`config.mk`:
```
export PLATFORM = sky130hd
export DESIGN_NAME = addsub_seq
export DESIGN_NICKNAME = d
export VERILOG_FILES = /design/src/rtl/addsub_seq.sv
export SDC_FILE = /design/constraint.sdc
export NUM_CORES = 1
export LEC_CHECK = 0
export ABC_AREA = 1
export CAP_MARGIN = 20
export CELL_PAD_IN_SITES_DETAIL_PLACEMENT = 0
export CELL_PAD_IN_SITES_GLOBAL_PLACEMENT = 2
export CORE_AREA = 2 2 195 197
export CTS_BUF_LIST = sky130_fd_sc_hd__clkbuf_4
export DETAILED_ROUTE_END_ITERATION = 6
export DIE_AREA = 0 0 197 199
export GPL_TIMING_DRIVEN = 0
export PLACE_DENSITY_LB_ADDON = 0.25
export SLEW_MARGIN = 0
export SYNTH_ARGS = -nofsm -noshare
export SYNTH_HDL_FRONTEND = slang
export SYNTH_SLANG_ARGS = --single-unit
```
`constraint.sdc`:
```
create_clock -name clk -period 12.4 [get_ports clk]
set_input_delay 3.72 -clock clk [delete_from_list [all_inputs] [get_ports clk]]
set_output_delay 3.72 -clock clk [all_outputs]
set_load 0.01 [all_outputs]
```
`src/rtl/addsub_seq.sv`:
```
// Multi-word add/subtract sequencer: runs one 16-bit add/sub slice per cycle,
// least-significant word first, chaining the carry to form a WORDS*16-bit result.

module addsub_slice16 (
    input  logic [15:0] i_a,
    input  logic [15:0] i_b,
    input  logic        i_inv,
    input  logic        i_cin,
    output logic [15:0] o_sum,
    output logic        o_c15,
    output logic        o_cout
);
    logic [16:0] w_c;
    logic [15:0] w_b;

    assign w_b    = i_b ^ {16{i_inv}};
    assign w_c[0] = i_cin;

    for (genvar i = 0; i < 16; i++) begin : g_fa
        assign o_sum[i]   = i_a[i] ^ w_b[i] ^ w_c[i];
        assign w_c[i + 1] = (i_a[i] & w_b[i]) | (w_c[i] & (i_a[i] ^ w_b[i]));
    end

    // Carry into the sign bit is exported so the caller can form signed overflow.
    assign o_c15  = w_c[15];
    assign o_cout = w_c[16];
endmodule

module addsub_seq #(
    parameter int unsigned WORDS = 4
) (
    input  logic                  clk,
    input  logic                  rst_n,
    input  logic                  start,
    input  logic                  mode,
    input  logic [16*WORDS-1:0]   op_a,
    input  logic [16*WORDS-1:0]   op_b,
    output logic                  busy,
    output logic                  done,
    output logic [16*WORDS-1:0]   result,
    output logic                  carry,
    output logic                  overflow
);
    localparam int unsigned W  = 16 * WORDS;
    localparam int unsigned KW = (WORDS > 1) ? $clog2(WORDS) : 1;
    localparam logic [KW-1:0] K_LAST = KW'(WORDS - 1);

    typedef enum logic [1:0] {
        S_IDLE,
        S_RUN,
        S_DONE
    } state_t;

    state_t        r_state;
    state_t        w_next;
    logic [KW-1:0] r_k;
    logic [W-1:0]  r_a;
    logic [W-1:0]  r_b;
    logic          r_mode;
    logic          r_cin;
    logic [W-1:0]  r_acc;
    logic [W-1:0]  r_result;
    logic          r_carry;
    logic          r_ovf;

    logic          w_accept;
    logic          w_run;
    logic          w_last;
    logic [31:0]   w_base;
    logic [15:0]   w_a_word;
    logic [15:0]   w_b_word;
    logic [15:0]   w_sum;
    logic          w_c15;
    logic          w_cout;
    logic [W-1:0]  w_merged;

    always_ff @(posedge clk or negedge rst_n) begin
        if (!rst_n) begin
            r_state <= S_IDLE;
        end else begin
            r_state <= w_next;
        end
    end

    always_comb begin
        w_next = r_state;
        case (r_state)
            S_IDLE:  if (start) w_next = S_RUN;
            S_RUN:   if (r_k == K_LAST) w_next = S_DONE;
            S_DONE:  w_next = start ? S_RUN : S_IDLE;
            default: w_next = S_IDLE;
        endcase
    end

    // Requests are only honoured from IDLE or DONE; RUN ignores start entirely.
    assign w_accept = start && (r_state != S_RUN);
    assign w_run    = (r_state == S_RUN);
    assign w_last   = w_run && (r_k == K_LAST);

    assign w_base   = 32'(r_k) * 32'd16;
    assign w_a_word = r_a[w_base +: 16];
    assign w_b_word = r_b[w_base +: 16];

    addsub_slice16 u_slice (
        .i_a    (w_a_word),
        .i_b    (w_b_word),
        .i_inv  (r_mode),
        .i_cin  (r_cin),
        .o_sum  (w_sum),
        .o_c15  (w_c15),
        .o_cout (w_cout)
    );

    // Accumulator with the current word replaced, so the final cycle can load
    // the complete result in the same edge that writes the last word.
    always_comb begin
        w_merged = r_acc;
        w_merged[w_base +: 16] = w_sum;
    end

    always_ff @(posedge clk or negedge rst_n) begin
        if (!rst_n) begin
            r_k      <= '0;
            r_a      <= '0;
            r_b      <= '0;
            r_mode   <= 1'b0;
            r_cin    <= 1'b0;
            r_acc    <= '0;
            r_result <= '0;
            r_carry  <= 1'b0;
            r_ovf    <= 1'b0;
        end else if (w_accept) begin
            r_a    <= op_a;
            r_b    <= op_b;
            r_mode <= mode;
            r_cin  <= mode;
            r_k    <= '0;
        end else if (w_run) begin
            r_acc <= w_merged;
            r_cin <= w_cout;
            if (w_last) begin
                r_k      <= '0;
                r_result <= w_merged;
                r_carry  <= w_cout;
                r_ovf    <= w_c15 ^ w_cout;
            end else begin
                r_k <= r_k + 1'b1;
            end
        end
    end

    assign busy     = (r_state == S_RUN);
    assign done     = (r_state == S_DONE);
    assign result   = r_result;
    assign carry    = r_carry;
    assign overflow = r_ovf;
endmodule

```
; Word level (Yosys, flattened, before mapping)
; Index checks and enable logic that the tools add are counted.
[totals]
ff_bits = 264
inputBits = 132
out_inout_bits = 68
word_cells = 122
[op_classes]
addsub = 2
n_eq_ne = 6
shift = 4
n_mux = 10
bitwise = 83
reduce_logical = 7
[ops]
columns = op, count
row1 = $shiftx A64 B7 Y16, 2
row2 = $bwmux W64, 1
row3 = $shift A16 B34 Y64 const A, 1
row4 = $shiftx A16 B34 Y64, 1
row5 = $neg A6 Y34, 1
row6 = $xor A1 B1 Y1, 33
row7 = $and A1 B1 Y1, 32
row8 = $or A1 B1 Y1, 16
row9 = $xor A16 B16 Y16, 1
row10 = $mux W2, 5
row11 = $pmux W2 S3, 1
row12 = $eq A2 B2 Y1 const B, 2
row13 = $ne A2 B1 Y1 const B, 2
row14 = $reduce_and A2 Y1, 2
row15 = $mux W1, 3
row16 = $reduce_and A3 Y1, 1
row17 = $add A2 B1 Y2 const B, 1
row18 = $eq A2 B1 Y1 const B, 1
row19 = $logic_and A1 B1 Y1, 2
row20 = $logic_not A2 Y1, 1
row21 = $ne A2 B2 Y1 const B, 1
row22 = $reduce_bool A2 Y1, 1
row23 = $not A1 Y1, 1

; Depth between registers and ports, before layout
[logic_depth]
ltp_word = 37
depth_mapped = 31

; Modules after synthesis
; Synthesis repeated with hierarchy kept, for this count alone.
[unflattened]
cells_unflattened = 1692
hier_area_um2 = 12660.9
[modules_own_cells]
columns = module, instances, cells_per_inst, area_each_um2
row1 = addsub_seq, 1, 1574, 11933.9
row2 = addsub_slice16, 1, 118, 726.9

; Worst setup path before layout
; OpenSTA, ideal clock, no wires.
[synth_timing]
kind = reg-to-reg
startpoint = reg r_k[0]
endpoint = reg r_acc[47]
setup_time_ps = 66
t_arrival_ps = 7337
path_slack_ps = 4998
path_stages_with_launch = 28
path_buffers = 3
cell_sequence = dfrtp_1 -> buf_4 -> buf_4 -> buf_2 -> o21ai_0 -> o22ai_1 -> fa_1 -> fa_1 -> fa_1 -> fa_1 -> fa_1 -> fa_1 -> fa_1 -> fa_1 -> fa_1 -> fa_1 -> fa_1 -> fa_1 -> fa_1 -> inv_1 -> fa_1 -> fa_1 -> fa_1 -> nor2_1 -> nand3_1 -> nand2_1 -> nand2_1 -> nand2_1
[synth_via]
elab_chain_len = 36
word_cells_on_any_way = 84
[synth_rtl]
columns = item, line
row1 = start: declaration, 56  ; logic [KW-1:0] r_k;
row2 = start signal: assignment, 147  ; r_k <= r_k + 1'b1;
row3 = $shiftx A64 B7 Y16, 102  ; assign w_b_word = r_b[w_base +: 16];
row4 = $xor A16 B16 Y16, 16  ; assign w_b = i_b ^ {16{i_inv}};
row5 = $xor A1 B1 Y1, "20, 21"
row6 = $and A1 B1 Y1, 21  ; assign w_c[i + 1] = (i_a[i] & w_b[i]) | (w_c[i] & (i_a[i] ^ w_b[i]));
row7 = $or A1 B1 Y1, 21
row8 = $and A1 B1 Y1, 21
row9 = $or A1 B1 Y1, 21
row10 = $and A1 B1 Y1, 21
row11 = [... 20 more ...], --
row12 = $or A1 B1 Y1, 21
row13 = $and A1 B1 Y1, 21
row14 = $or A1 B1 Y1, 21
row15 = $and A1 B1 Y1, 21
row16 = $or A1 B1 Y1, 21
row17 = $xor A1 B1 Y1, 20  ; assign o_sum[i] = i_a[i] ^ w_b[i] ^ w_c[i];
row18 = $shiftx A16 B34 Y64, 118  ; w_merged[w_base +: 16] = w_sum;
row19 = $bwmux W64 (*), 118
row20 = end signal: assignment, 139  ; r_acc <= w_merged;
row21 = end: declaration, 61  ; logic [W-1:0] r_acc;
; Every way passes the cells marked *; elsewhere a longest branch is shown, timed or not.
; A chain may end at the register's enable or synchronous reset.

; Worst setup path in the final report
[layout_timing]
startpoint = reg r_k[0]
endpoint = reg r_result[31] (netlist: result[31])
[layout_via]
elab_chain_len = 36
word_cells_on_any_way = 87
[layout_rtl]
columns = item, line
row1 = $shiftx A64 B7 Y16, 102
row2 = $xor A16 B16 Y16, 16
row3 = $xor A1 B1 Y1, "20, 21"
row4 = $and A1 B1 Y1, 21
row5 = $or A1 B1 Y1, 21
row6 = $and A1 B1 Y1, 21
row7 = $or A1 B1 Y1, 21
row8 = $and A1 B1 Y1, 21
row9 = [... 20 more ...], --
row10 = $or A1 B1 Y1, 21
row11 = $and A1 B1 Y1, 21
row12 = $or A1 B1 Y1, 21
row13 = $and A1 B1 Y1, 21
row14 = $or A1 B1 Y1, 21
row15 = $xor A1 B1 Y1, 20
row16 = $shiftx A16 B34 Y64, 118
row17 = $bwmux W64, 118
row18 = end signal: assignment, 143  ; r_result <= w_merged;
row19 = end: declaration, 62  ; logic [W-1:0] r_result;
; Parallel ways exist; a longest one is shown, timed or not.

==> results_dict.tcl <==
set metrics [dict create \
    drt_iter0_markers 662 \
    maxCapViolCount 0 \
    final_nets 2124 \
    ir_drop_v 0.000169 \
    yosysUniqueCellTypes 23 \
    start_kind "flip-flop" \
    clk_path_buf_depth 3 \
    synth_nets 1845 \
    antenna_found_initial 1 \
    wl_per_cell_um 16.6 \
    ys_seq_area_frac 0.515 \
    status "finished, final reports clean" \
    final_common_cell "nand2_1" \
    syn-cell-area_sq_um 12800 \
    synthFlopType "dfrtp_1" \
    area_growth_pct 28.1 \
    ys_ff_latch 264 \
    dpl_worst_slack_ns 4.02 \
    min_to "r_a[27]" \
    setup_slack_ns 3.94 \
    cts_max_level 3 \
    grt_pass1_vias 11825 \
    synthCells 1691 \
    worstSetupEndpointType "flip-flop" \
    reg2reg_depth 31 \
    rsz0062_at_grt "no" \
    tns_ns 0 \
    cts_tree "done" \
    clkLatencyLatePin_ns 0.76 \
    worst_pin_slew_ns 0.668 \
    start_util 0.345 \
    holdCritStartpoint "r_a[27]" \
    core_area_sq_um 37100 \
    power.density_nw_per_um2 292 \
    cts_root_buf "clkbuf_4" \
    cp.arrival_ns 9.12 \
    gp_congestion 0.834 \
    via_per_inst 4.61 \
    final_cells 2499 \
    die_area_sq_um 39200 \
    r2r_end "result[31]" \
    post_cts_buffers 0 \
    post-route-util 0.442 \
    hold_path_depth 2 \
    fin_crit_ns 8.46 \
    finalSetupViolCount 0 \
    placedCellCount 2366 \
    die_w_um 197 \
    ctsHoldBuffers 0 \
    skew_ns 0.0486 \
    yosysWarningCount 0 \
    grt_max_degree 113 \
    max_stage_delay_ns 0.49 \
    portBuffers 199 \
    critical-path-slowest-cell "fa_1" \
    cpMostUsedCell "fa_1" \
    post-dp-hpwl_um 31100 \
    cts_buffers 76 \
    clock.fmax_mhz 118 \
    critPathKind "reg -> reg" \
    drt-pass1-iter-count 5 \
    report.power.total_mw 4.80 \
    grt_pass1_wl_um 65000 \
    hold_path_class "reg -> reg" \
    post-route-drc-count 0 \
    clkSinkCount 264 \
    hold_viol_final 0 \
    fillers 3889 \
    path_clk_slew_ns 0.06 \
    required_ns 13.06 \
    async_flop_share 1.00 \
    p_leak_nw 8.72 \
    final_cell_mix "nand2_1 (980), dfrtp_1 (264), clkdlybuf4s50_1 (198), clkbuf_4 (107), nand3_1 (94)" \
    drive_above_1_share 0.102 \
    syn_avg_cell_area_sq_um 7.58 \
    design_area_sq_um 16400 \
    period_share 0.682 \
    synth_enable_flop_cells 0 \
    rows 71 \
    r2r_setup_slack_ns 3.94 \
    grt-ovfl-total 0 \
    post_cts_resized 0 \
    cp_max_fo 10 \
    hold_slack_ns 0.468 \
    slew_violations 0 \
    pin_count 200 \
    ant_nets 0 \
    vias 11529 \
    die_height_um 199 \
    r2r-start "r_k[0]" \
    placed_cell_area_sq_um 15500 \
    slew_headroom 0.555 \
    finalWirelength_um 41500 \
    track_usage 0.219 \
]
[critical path: cells and delay by family, from the launching register on]
family | cells | cell delay (ns)
flops | 1 | 0.41
buf+inv | 5 | 0.73
simple gates | 10 | 1.13
fa+ha+maj | 16 | 6.06
[power by group]
part,leakage [nW],switching [mW],internal [mW]
sequential,3.44,0.196,1.21
combinational,4.71,1.67,0.901
clock,0.574,0.387,0.439
total,8.72,2.25,2.55
[per-layer routing]
metal,GRT usage,wire [um]
met5,0,0
met3,0.0463,2300
met2,0.369,20000
met1,0.274,17900
met4,0.0916,1250
[logic make-up after synthesis]
logic type / after synthesis / share of synthesized area
AOI/OAI and AO/OA: 84 / 0.0417
xor gates and xnor gates: 1 / 0.000683
adders and majority gates: 22 / 0.0308
buffers and inverters: 166 / 0.0629
DFF: 264 / 0.515
and+or+nand+nor: 1154 / 0.349
[cell usage after synthesis (7+ instances only)]
cell type | n | area, sq um
buf_4 | 31 | 233
o22ai_1 | 13 | 81.3
clkbuf_1 | 18 | 67.6
nand2_1 | 980 | 3680
dfrtp_1 | 264 | 6610
nand3_1 | 94 | 470
o21bai_1 | 39 | 293
inv_2 | 7 | 26.3
nor2_1 | 75 | 282
o21ai_0 | 32 | 160
inv_1 | 61 | 229
fa_1 | 16 | 320
buf_2 | 41 | 205
[registers in the layout, summed over array words and instances, names as in the netlist]
register / flops
carry: 1
overflow: 1
r_a: 64
r_acc: 64
r_b: 64
r_cin: 1
r_k: 2
r_mode: 1
r_state: 2
result: 64
[cell type report]
class | instances | area, sq um | share of cell area
Antenna cell | 1 | 2.50 | 0.000152
Multi-Input combinational cell | 1261 | 5410 | 0.329
Inverter | 69 | 259 | 0.0158
Sequential cell | 264 | 6610 | 0.402
Clock inverter | 25 | 150 | 0.00914
Clock buffer | 107 | 803 | 0.0489
Buffer | 97 | 548 | 0.0334
Timing Repair Buffer | 201 | 2050 | 0.125
Tap cell | 474 | 593 | 0.0361
[how the worst max path moves through the flow]
stage	from	end	slack (ns)	cells after the start
floorplan	r_k[0]	r_acc[47]	5.00	27
global placement	rst_n	r_b[2]	-4.35	1
detailed placement	r_k[0]	result[31]	4.02	31
CTS	r_k[0]	result[31]	3.99	31
global route	r_k[1]	result[31]	3.66	27
finish	r_k[0]	result[31]	3.94	31
Note: power is estimated with default switching activity, not from simulation.
